### config.mk
export PLATFORM = sky130hd
export DESIGN_NAME = trap_sequencer
export DESIGN_NICKNAME = d
export VERILOG_FILES = /design/src/rtl/trap_sequencer.sv
export SDC_FILE = /design/constraint.sdc
export NUM_CORES = 1
export LEC_CHECK = 0
export CAP_MARGIN = 20
export CORE_AREA = 2 2 173 175
export DETAILED_ROUTE_END_ITERATION = 10
export DIE_AREA = 0 0 175 177
export GPL_TIMING_DRIVEN = 0
export PLACE_DENSITY_LB_ADDON = 0.2
export SYNTH_ARGS = -nofsm -noshare
export SYNTH_HDL_FRONTEND = slang
export SYNTH_SLANG_ARGS = --single-unit
export TNS_END_PERCENT = 30
### constraint.sdc
create_clock -name clk -period 9.2 [get_ports clk]
set_input_delay 1.84 -clock clk [delete_from_list [all_inputs] [get_ports clk]]
set_output_delay 1.84 -clock clk [all_outputs]
set_load 0.01 [all_outputs]
### src/rtl/trap_sequencer.sv
// Supervisor trap sequencer: arbitrates exception/SRET/interrupt, drains the pipeline,
// writes sepc/scause and offers a redirect PC to fetch over valid/ready.
module trap_sequencer #(
  parameter int          FLUSH_CYCLES = 2,
  parameter logic [11:0] CSR_SEPC     = 12'h141,
  parameter logic [11:0] CSR_SCAUSE   = 12'h142
) (
  input  logic        clk,
  input  logic        reset,
  input  logic        exc_valid,
  input  logic [31:0] exc_cause,
  input  logic [63:0] exc_pc,
  input  logic        irq_pending,
  input  logic [63:0] irq_pc,
  input  logic        sret_valid,
  input  logic [63:0] stvec,
  input  logic [63:0] sepc_in,
  output logic        flush,
  output logic        stall,
  output logic        busy,
  output logic        csr_we,
  output logic [11:0] csr_addr,
  output logic [63:0] csr_wdata,
  output logic        redirect_valid,
  output logic [63:0] redirect_pc,
  input  logic        redirect_ready,
  output logic        sie
);

  typedef enum logic [2:0] {
    IDLE     = 3'd0,
    DRAIN    = 3'd1,
    WR_EPC   = 3'd2,
    WR_CAUSE = 3'd3,
    REDIRECT = 3'd4
  } state_t;

  localparam logic [3:0]  DRAIN_INIT = 4'(FLUSH_CYCLES - 1);
  localparam logic [31:0] IRQ_CAUSE  = 32'h8000_0009;

  state_t      state_q, state_d;
  logic [3:0]  cnt_q, cnt_d;
  logic        kind_ret_q, kind_ret_d;
  logic [63:0] epc_q, epc_d;
  logic [31:0] cause_q, cause_d;
  logic        sie_q, sie_d;
  logic        spie_q, spie_d;
  logic [63:0] rpc_q, rpc_d;

  always_ff @(posedge clk or posedge reset) begin
    if (reset) begin
      state_q    <= IDLE;
      cnt_q      <= '0;
      kind_ret_q <= 1'b0;
      epc_q      <= '0;
      cause_q    <= '0;
      sie_q      <= 1'b0;
      spie_q     <= 1'b0;
      rpc_q      <= '0;
    end else begin
      state_q    <= state_d;
      cnt_q      <= cnt_d;
      kind_ret_q <= kind_ret_d;
      epc_q      <= epc_d;
      cause_q    <= cause_d;
      sie_q      <= sie_d;
      spie_q     <= spie_d;
      rpc_q      <= rpc_d;
    end
  end

  always_comb begin
    state_d    = state_q;
    cnt_d      = cnt_q;
    kind_ret_d = kind_ret_q;
    epc_d      = epc_q;
    cause_d    = cause_q;
    sie_d      = sie_q;
    spie_d     = spie_q;
    rpc_d      = rpc_q;
    case (state_q)
      IDLE: begin
        // Fixed priority: exception, then SRET, then enabled interrupt.
        if (exc_valid) begin
          epc_d      = exc_pc;
          cause_d    = exc_cause;
          spie_d     = sie_q;
          sie_d      = 1'b0;
          kind_ret_d = 1'b0;
          cnt_d      = DRAIN_INIT;
          state_d    = DRAIN;
        end else if (sret_valid) begin
          sie_d      = spie_q;
          spie_d     = 1'b1;
          kind_ret_d = 1'b1;
          cnt_d      = DRAIN_INIT;
          state_d    = DRAIN;
        end else if (irq_pending && sie_q) begin
          epc_d      = irq_pc;
          cause_d    = IRQ_CAUSE;
          spie_d     = sie_q;
          sie_d      = 1'b0;
          kind_ret_d = 1'b0;
          cnt_d      = DRAIN_INIT;
          state_d    = DRAIN;
        end
      end
      DRAIN: begin
        if (cnt_q == 4'd0) begin
          if (kind_ret_q) begin
            rpc_d   = sepc_in;
            state_d = REDIRECT;
          end else begin
            state_d = WR_EPC;
          end
        end else begin
          cnt_d = cnt_q - 4'd1;
        end
      end
      WR_EPC:   state_d = WR_CAUSE;
      WR_CAUSE: begin
        rpc_d   = {stvec[63:2], 2'b00};
        state_d = REDIRECT;
      end
      REDIRECT: begin
        if (redirect_ready) state_d = IDLE;
      end
      default:  state_d = IDLE;
    endcase
  end

  // Outputs decode registered state only.
  always_comb begin
    flush          = (state_q == DRAIN);
    stall          = (state_q != IDLE);
    busy           = (state_q != IDLE);
    csr_we         = 1'b0;
    csr_addr       = 12'h000;
    csr_wdata      = 64'h0;
    redirect_valid = (state_q == REDIRECT);
    redirect_pc    = rpc_q;
    sie            = sie_q;
    if (state_q == WR_EPC) begin
      csr_we    = 1'b1;
      csr_addr  = CSR_SEPC;
      csr_wdata = epc_q;
    end else if (state_q == WR_CAUSE) begin
      csr_we    = 1'b1;
      csr_addr  = CSR_SCAUSE;
      csr_wdata = {32'b0, cause_q};
    end
  end

endmodule

==> impl_metrics.tcl, run 1 <==
set metrics [dict create \
    period_needed_ps 5010 \
    rsz0062_at_grt "false" \
    overflow 0 \
    clock_path_buffers 2 \
    r2r-end "redirect_pc[29]$_DFFE_PP0P_" \
    dieArea_um2 31000 \
    hold_depth 1 \
    crit_chain "nand2b_1 > clkbuf_1 > nor2_1 > clkbuf_1 > and2_1 > clkdlybuf4s50_1" \
    yosysMostFrequentCell "mux2_2" \
    synthCells 670 \
    antenna_found_initial 0 \
    ys.flop_type "dfrtp_1" \
    crit-reg2reg-launch "state_q[2]$_DFFE_PP0P_" \
    num-nets-final 1420 \
    setup_viol 0 \
    via_per_inst 4.50 \
    die-height_um 177 \
    p_per_area_nw_per_um2 292 \
    start_util_pct 30.9 \
    finalMaxSlewViolations 0 \
    ys_types 42 \
    wl_per_cell_um 19.0 \
    reg2reg_depth 5 \
    ys_top_cells_by_area "dfrtp_1, mux2_2, mux2_4" \
    cts_buffers 17 \
    slowest_stage "nor2_1" \
    drc 0 \
    hpwl_mm 22.4 \
    place_area_um2 13900 \
    stdcell_count 1528 \
    synth_common_cells "mux2_2, dfrtp_1, mux2_4, nor2_1, and2_1" \
    io_pins 440 \
    fp.coreArea_um2 29200 \
    leakagePower_nw 6.06 \
    min_to "cause_q[0]$_DFFE_PP0P_" \
    postCtsResizedCells 0 \
    arrival_ps 3170 \
    yosysTopAreaCell "dfrtp_1" \
    cp_top_family "buffers and inverters" \
    critical_path_class "reg2out" \
    cpPeakStageDelay_ps 580 \
    clock_latency_ps 440 \
    drive_gt1_share_pct 28.1 \
    num_rows 63 \
    hold_viol_final 0 \
    grt_first_pass_wirelength_mm 43.4 \
    grt_pass1_vias 7391 \
    crit_path_end_kind "output pin" \
    avgSynthCellArea_um2 13.5 \
    worst_pin_slew_ps 803 \
    skew_ps 24.2 \
    ys_seq_area_share_pct 47.1 \
    max_freq_ghz 0.200 \
    cts-root-buf "clkbuf_16" \
    crit_start "state_q[2]$_DFFE_PP0P_" \
    postCtsSetupBuffers 0 \
    ir_drop_mv 0.123 \
    htree_levels 4 \
    ys_warn_count 0 \
    drt_wl_total_mm 29.1 \
    ctsHoldBuffers 0 \
    cts.sinks 170 \
    synth-seq-cells 170 \
    postLayoutCellArea_um2 14500 \
    routabilityCongestion 0.788 \
    clkTransAtPathRegs_ps 70 \
    fp.dieW_um 175 \
    crit_top_cell "clkbuf_1" \
    worstHoldPathType "reg2reg" \
    worst_ep_required_time_ps 7360 \
    reg2reg_slack_ps 6640 \
    place_inst 1496 \
    crit_fanout 10 \
    drtPass1Iterations 4 \
    drt_iter0_drc 326 \
    relSlewSlack_pct 46.5 \
    cap_violations 0 \
    synth_edf_count 0 \
    grt_max_degree 122 \
    synth_top_area_share_pct 47.1 \
    antenna_cells 0 \
    io_buffers 428 \
    holdCritStartpoint "cause_q[0]$_DFFE_PP0P_" \
    async_flop_share_pct 100 \
    startpoint_type "flop" \
    cts_tree "built" \
    drtAntennaViolNets 0 \
    crit_buf_inv 3 \
    final.period_utilization_pct 54.5 \
    synth_area_um2 9020 \
    routed-via-count 6880 \
    outcome "finished, final reports clean" \
    area_growth_pct 60.3 \
    grt_use_total_pct 18.6 \
]
==> sequential cells by signal (all words and copies together), names as in the netlist <==
signal       count
cause_q         32
cnt_q            4
epc_q           64
kind_ret_q       1
redirect_pc     64
sie              1
spie_q           1
state_q          3
==> metal layers <==
layer  wire length, um  up-vias  track usage [%]
met1             11700     3289             21.5
met4               348        0             4.55
met5                 0        -                0
met2             14500      274             32.4
li1                  -     3298                -
met3              2530       19             6.98
==> area by class of cell <==
class | instances | area (um^2)
Buffer | 60 | 404
Inverter | 9 | 41.3
Timing Repair Buffer | 429 | 4310
Sequential cell | 170 | 4250
Multi-Input combinational cell | 438 | 4360
Fill cell | 2620 | 14800
Clock inverter | 14 | 169
Tap cell | 390 | 488
Clock buffer | 18 | 439
==> report_power, final <==
group | switching [W] | total, W | internal, W
Clock | 0.000361 | 0.000736 | 0.000375
Sequential | 0.000202 | 0.00133 | 0.00113
Combinational | 0.000851 | 0.00216 | 0.00131
Total | 0.00141 | 0.00423 | 0.00282
==> per-stage QoR <==
stage               TNS [ps]  worst slack (ps)  total power, W  util, %  hold WS [ps]
floorplan                  0              2760         0.00260        -           460
detailed placement         0              4550         0.00353     47.4           485
global route               0              4000         0.00450     49.5           515
CTS                        0              4060         0.00430     49.5           504
global placement       -42.6             -3.46         0.00350     47.3           478
finish                     0              4190         0.00423     49.5           499
==> kinds of logic after synthesis <==
group	count (synthesis)	share of synthesized area [%]
other	1	0.0416
multiplexers	286	37.7
AO/OA/AOI/OAI	54	4.87
adder cells (fa/ha/maj)	1	0.139
AND/OR/NAND/NOR	89	5.23
flip-flops	170	47.1
buffers and inverters	69	4.85
==> cells in the final DEF (no fill, tap or decap), drive strengths merged, types with 3 or more instances in the layout <==
| cell type | count |
|---|---|
| a21oi | 5 |
| a22o | 31 |
| and2 | 33 |
| buf | 35 |
| clkbuf | 44 |
| clkdlybuf4s50 | 428 |
| clkinv | 6 |
| conb | 8 |
| dfrtp | 170 |
| inv | 16 |
| mux2 | 254 |
| mux2i | 32 |
| nand2 | 3 |
| nand2b | 4 |
| nand3b | 3 |
| nor2 | 36 |
| o22a | 3 |
==> worst max-delay path by stage <==
stage / end / slack (ps) / cells past startpoint
final: csr_wdata[49] / 4190 / 6
after global routing: csr_wdata[49] / 4000 / 6
after CTS: csr_wdata[49] / 4060 / 6
after detailed placement: csr_wdata[49] / 4550 / 6
after global placement: redirect_pc[30]$_DFFE_PP0P_ / -3 / 2
after floorplan: cause_q[0]$_DFFE_PP0P_ / 2760 / 1
No activity file was read; power rests on OpenSTA's default activity.
==> run 2, diff against run 1 <==
--- a/config.mk
+++ b/config.mk
@@ -6,9 +6,9 @@
 export NUM_CORES = 1
 export LEC_CHECK = 0
 export CAP_MARGIN = 20
-export CORE_AREA = 2 2 173 175
+export CORE_AREA = 2 2 169 171
 export DETAILED_ROUTE_END_ITERATION = 10
-export DIE_AREA = 0 0 175 177
+export DIE_AREA = 0 0 171 173
 export GPL_TIMING_DRIVEN = 0
 export PLACE_DENSITY_LB_ADDON = 0.2
 export SYNTH_ARGS = -nofsm -noshare
==> constraint.sdc (replaced) <==
create_clock -name clk -period 4.1 [get_ports clk]
set_input_delay 0.82 -clock clk [delete_from_list [all_inputs] [get_ports clk]]
set_output_delay 0.82 -clock clk [all_outputs]
set_load 0.01 [all_outputs]
==> run 2 against run 1 <==
Clock skew is 6.5 ps lower. Register-to-register slack worse by 5000 ps. Clock-buffer cell count stayed put. Core utilization is 3.0 points higher. Final area is 0.17% higher. Critical path depth stayed put. Combinational power is 120% higher. Flip-flop and latch count stayed put. First-iteration DRC count is 12% lower. Critical endpoint is now csr_wdata[60]. Largest cell class unchanged.
==> impl_metrics.tcl, run 2 (synthesized netlist as in run 1, its figures left out) <==
set metrics [dict create \
    drc 0 \
    final.period_utilization_pct 90.0 \
    outcome "finished, final reports clean" \
    ctsHoldBuffers 0 \
    io_pins 440 \
    postCtsSetupBuffers 0 \
    htree_levels 4 \
    p_per_area_nw_per_um2 651 \
    seqPwrFrac_pct 31.5 \
    ir_drop_mv 0.304 \
    cts_tree "built" \
    setup_viol 0 \
    grt_use_total_pct 18.9 \
    drt_wl_total_mm 28.6 \
    cts.sinks 170 \
    die-height_um 173 \
    overflow 0 \
    fin_hold_ws_ps 498 \
    switching_power_w 0.00311 \
    startpoint_type "flop" \
    period_needed_ps 3690 \
    grt_pass1_vias 7424 \
    routabilityCongestion 0.773 \
    worst_pin_slew_ps 733 \
    drive_gt1_share_pct 28.3 \
    p_comb_share_pct 51.4 \
    worst_ep_required_time_ps 3280 \
    skew_ps 17.7 \
    crit_fanout 10 \
    clock_latency_ps 420 \
    postCtsResizedCells 0 \
    crit_path_end_kind "output pin" \
    relSlewSlack_pct 51.1 \
    worstHoldPathType "reg2reg" \
    fill_cells 2504 \
    dieArea_um2 29600 \
    hpwl_mm 22.4 \
    cts_buffers 17 \
    fp.dieW_um 171 \
    arrival_ps 2870 \
    grt_first_pass_wirelength_mm 42.8 \
    routed-via-count 6986 \
    drt-met1-wl_mm 11.5 \
    io_buffers 428 \
    wl_met3_mm 2.45 \
    cap_violations 0 \
    wl_per_cell_um 18.8 \
    num_rows 61 \
    area_growth_pct 60.6 \
    via_per_inst 4.59 \
    clkTransAtPathRegs_ps 70 \
    leakagePower_nw 6.07 \
    cts-root-buf "clkbuf_16" \
    start_util_pct 32.7 \
    rsz0062_at_grt "false" \
    clock_path_buffers 2 \
    drt_iter0_drc 287 \
    critical_path_class "reg2out" \
    antenna_found_initial 2 \
    top_layer "met4" \
    drtPass1Iterations 4 \
    pwr-share-clk_pct 17.2 \
    fp.coreArea_um2 27600 \
    mostFrequentLayoutCells "clkdlybuf4s50_1, mux2_2, dfrtp_1, mux2_4, nor2_1" \
    hold_viol_final 0 \
    final_common_cell "clkdlybuf4s50_1" \
    p_int_w 0.00632 \
    drtAntennaViolNets 0 \
    utilization_pct 52.4 \
    swShare_pct 33.0 \
    grt_max_degree 41 \
    num-nets-final 1423 \
    finalMaxSlewViolations 0 \
    max_freq_ghz 0.271 \
    wl_met2_mm 14.4 \
]
## run 2: cell types whose count changed in the layout (fill, tap and decap cells not counted), sizes merged
cell / previous run / this run
clkinvlp: 1 / 3
diode: 0 / 2
clkinv: 6 / 7
buf: 35 / 38
inv: 16 / 13
## run 2: final cells by class
type	count	area, um^2	area share (%)
tap	378	473	3.26
inverter	9	37.5	0.259
timing repair buffer	432	4360	30.1
sequential	170	4250	29.4
antenna	2	5.00	0.0345
clock buffer	18	439	3.03
multi-input combinational	438	4360	30.1
buffer	60	404	2.79
clock inverter	14	155	1.07
## run 2: path summary, 6_finish.rpt
check	start	end	cells past startpoint	slack, ps
min in group asynchronous	reset	redirect_pc[38]$_DFFE_PP0P_	2	840
worst min register to register	epc_q[42]$_DFFE_PP0P_	epc_q[42]$_DFFE_PP0P_	1	500
worst max register to register	state_q[2]$_DFFE_PP0P_	redirect_pc[11]$_DFFE_PP0P_	5	1610
worst min-delay path	epc_q[42]$_DFFE_PP0P_	epc_q[42]$_DFFE_PP0P_	1	500
max in group asynchronous	reset	epc_q[13]$_DFFE_PP0P_	4	2380
worst max-delay path	state_q[2]$_DFFE_PP0P_	csr_wdata[60]	6	410
## run 2: critical path, cell delays in order, from the launching register on
cell             delay, ps
dfrtp_1                450
nand2b_1               170
clkbuf_1               210
nor2_1                 440
clkbuf_1               400
and2_1                 220
clkdlybuf4s50_1        560
## run 2: power by group through the flow
stage / clock network (W) / logic [W] / registers (W)
after floorplan: 0 / 0.00279 / 0.00306
after global placement: 0 / 0.00485 / 0.00297
after CTS: 0.00168 / 0.00493 / 0.00297
after detailed placement: 0 / 0.00490 / 0.00299
final: 0.00162 / 0.00484 / 0.00297
after global routing: 0.00174 / 0.00521 / 0.00308
## run 2: routing by layer
layer  GRT usage [%]  up-vias
met4            3.88        0
met1            22.2     3404
met3            6.29       11
met5               0        -
li1                -     3296
met2            33.3      275
## run 2: stage by stage
step	power, W	setup WS, ps	instance area, um^2	cells	TNS [ps]
floorplan	0.00584	1110	9050	677	0
global placement	0.00782	-542	13800	1483	-89200
detailed placement	0.00789	740	13900	1487	0
CTS	0.00958	263	14500	1519	0
global route	0.0100	134	14500	1521	0
finish	0.00943	411	14500	1521	0
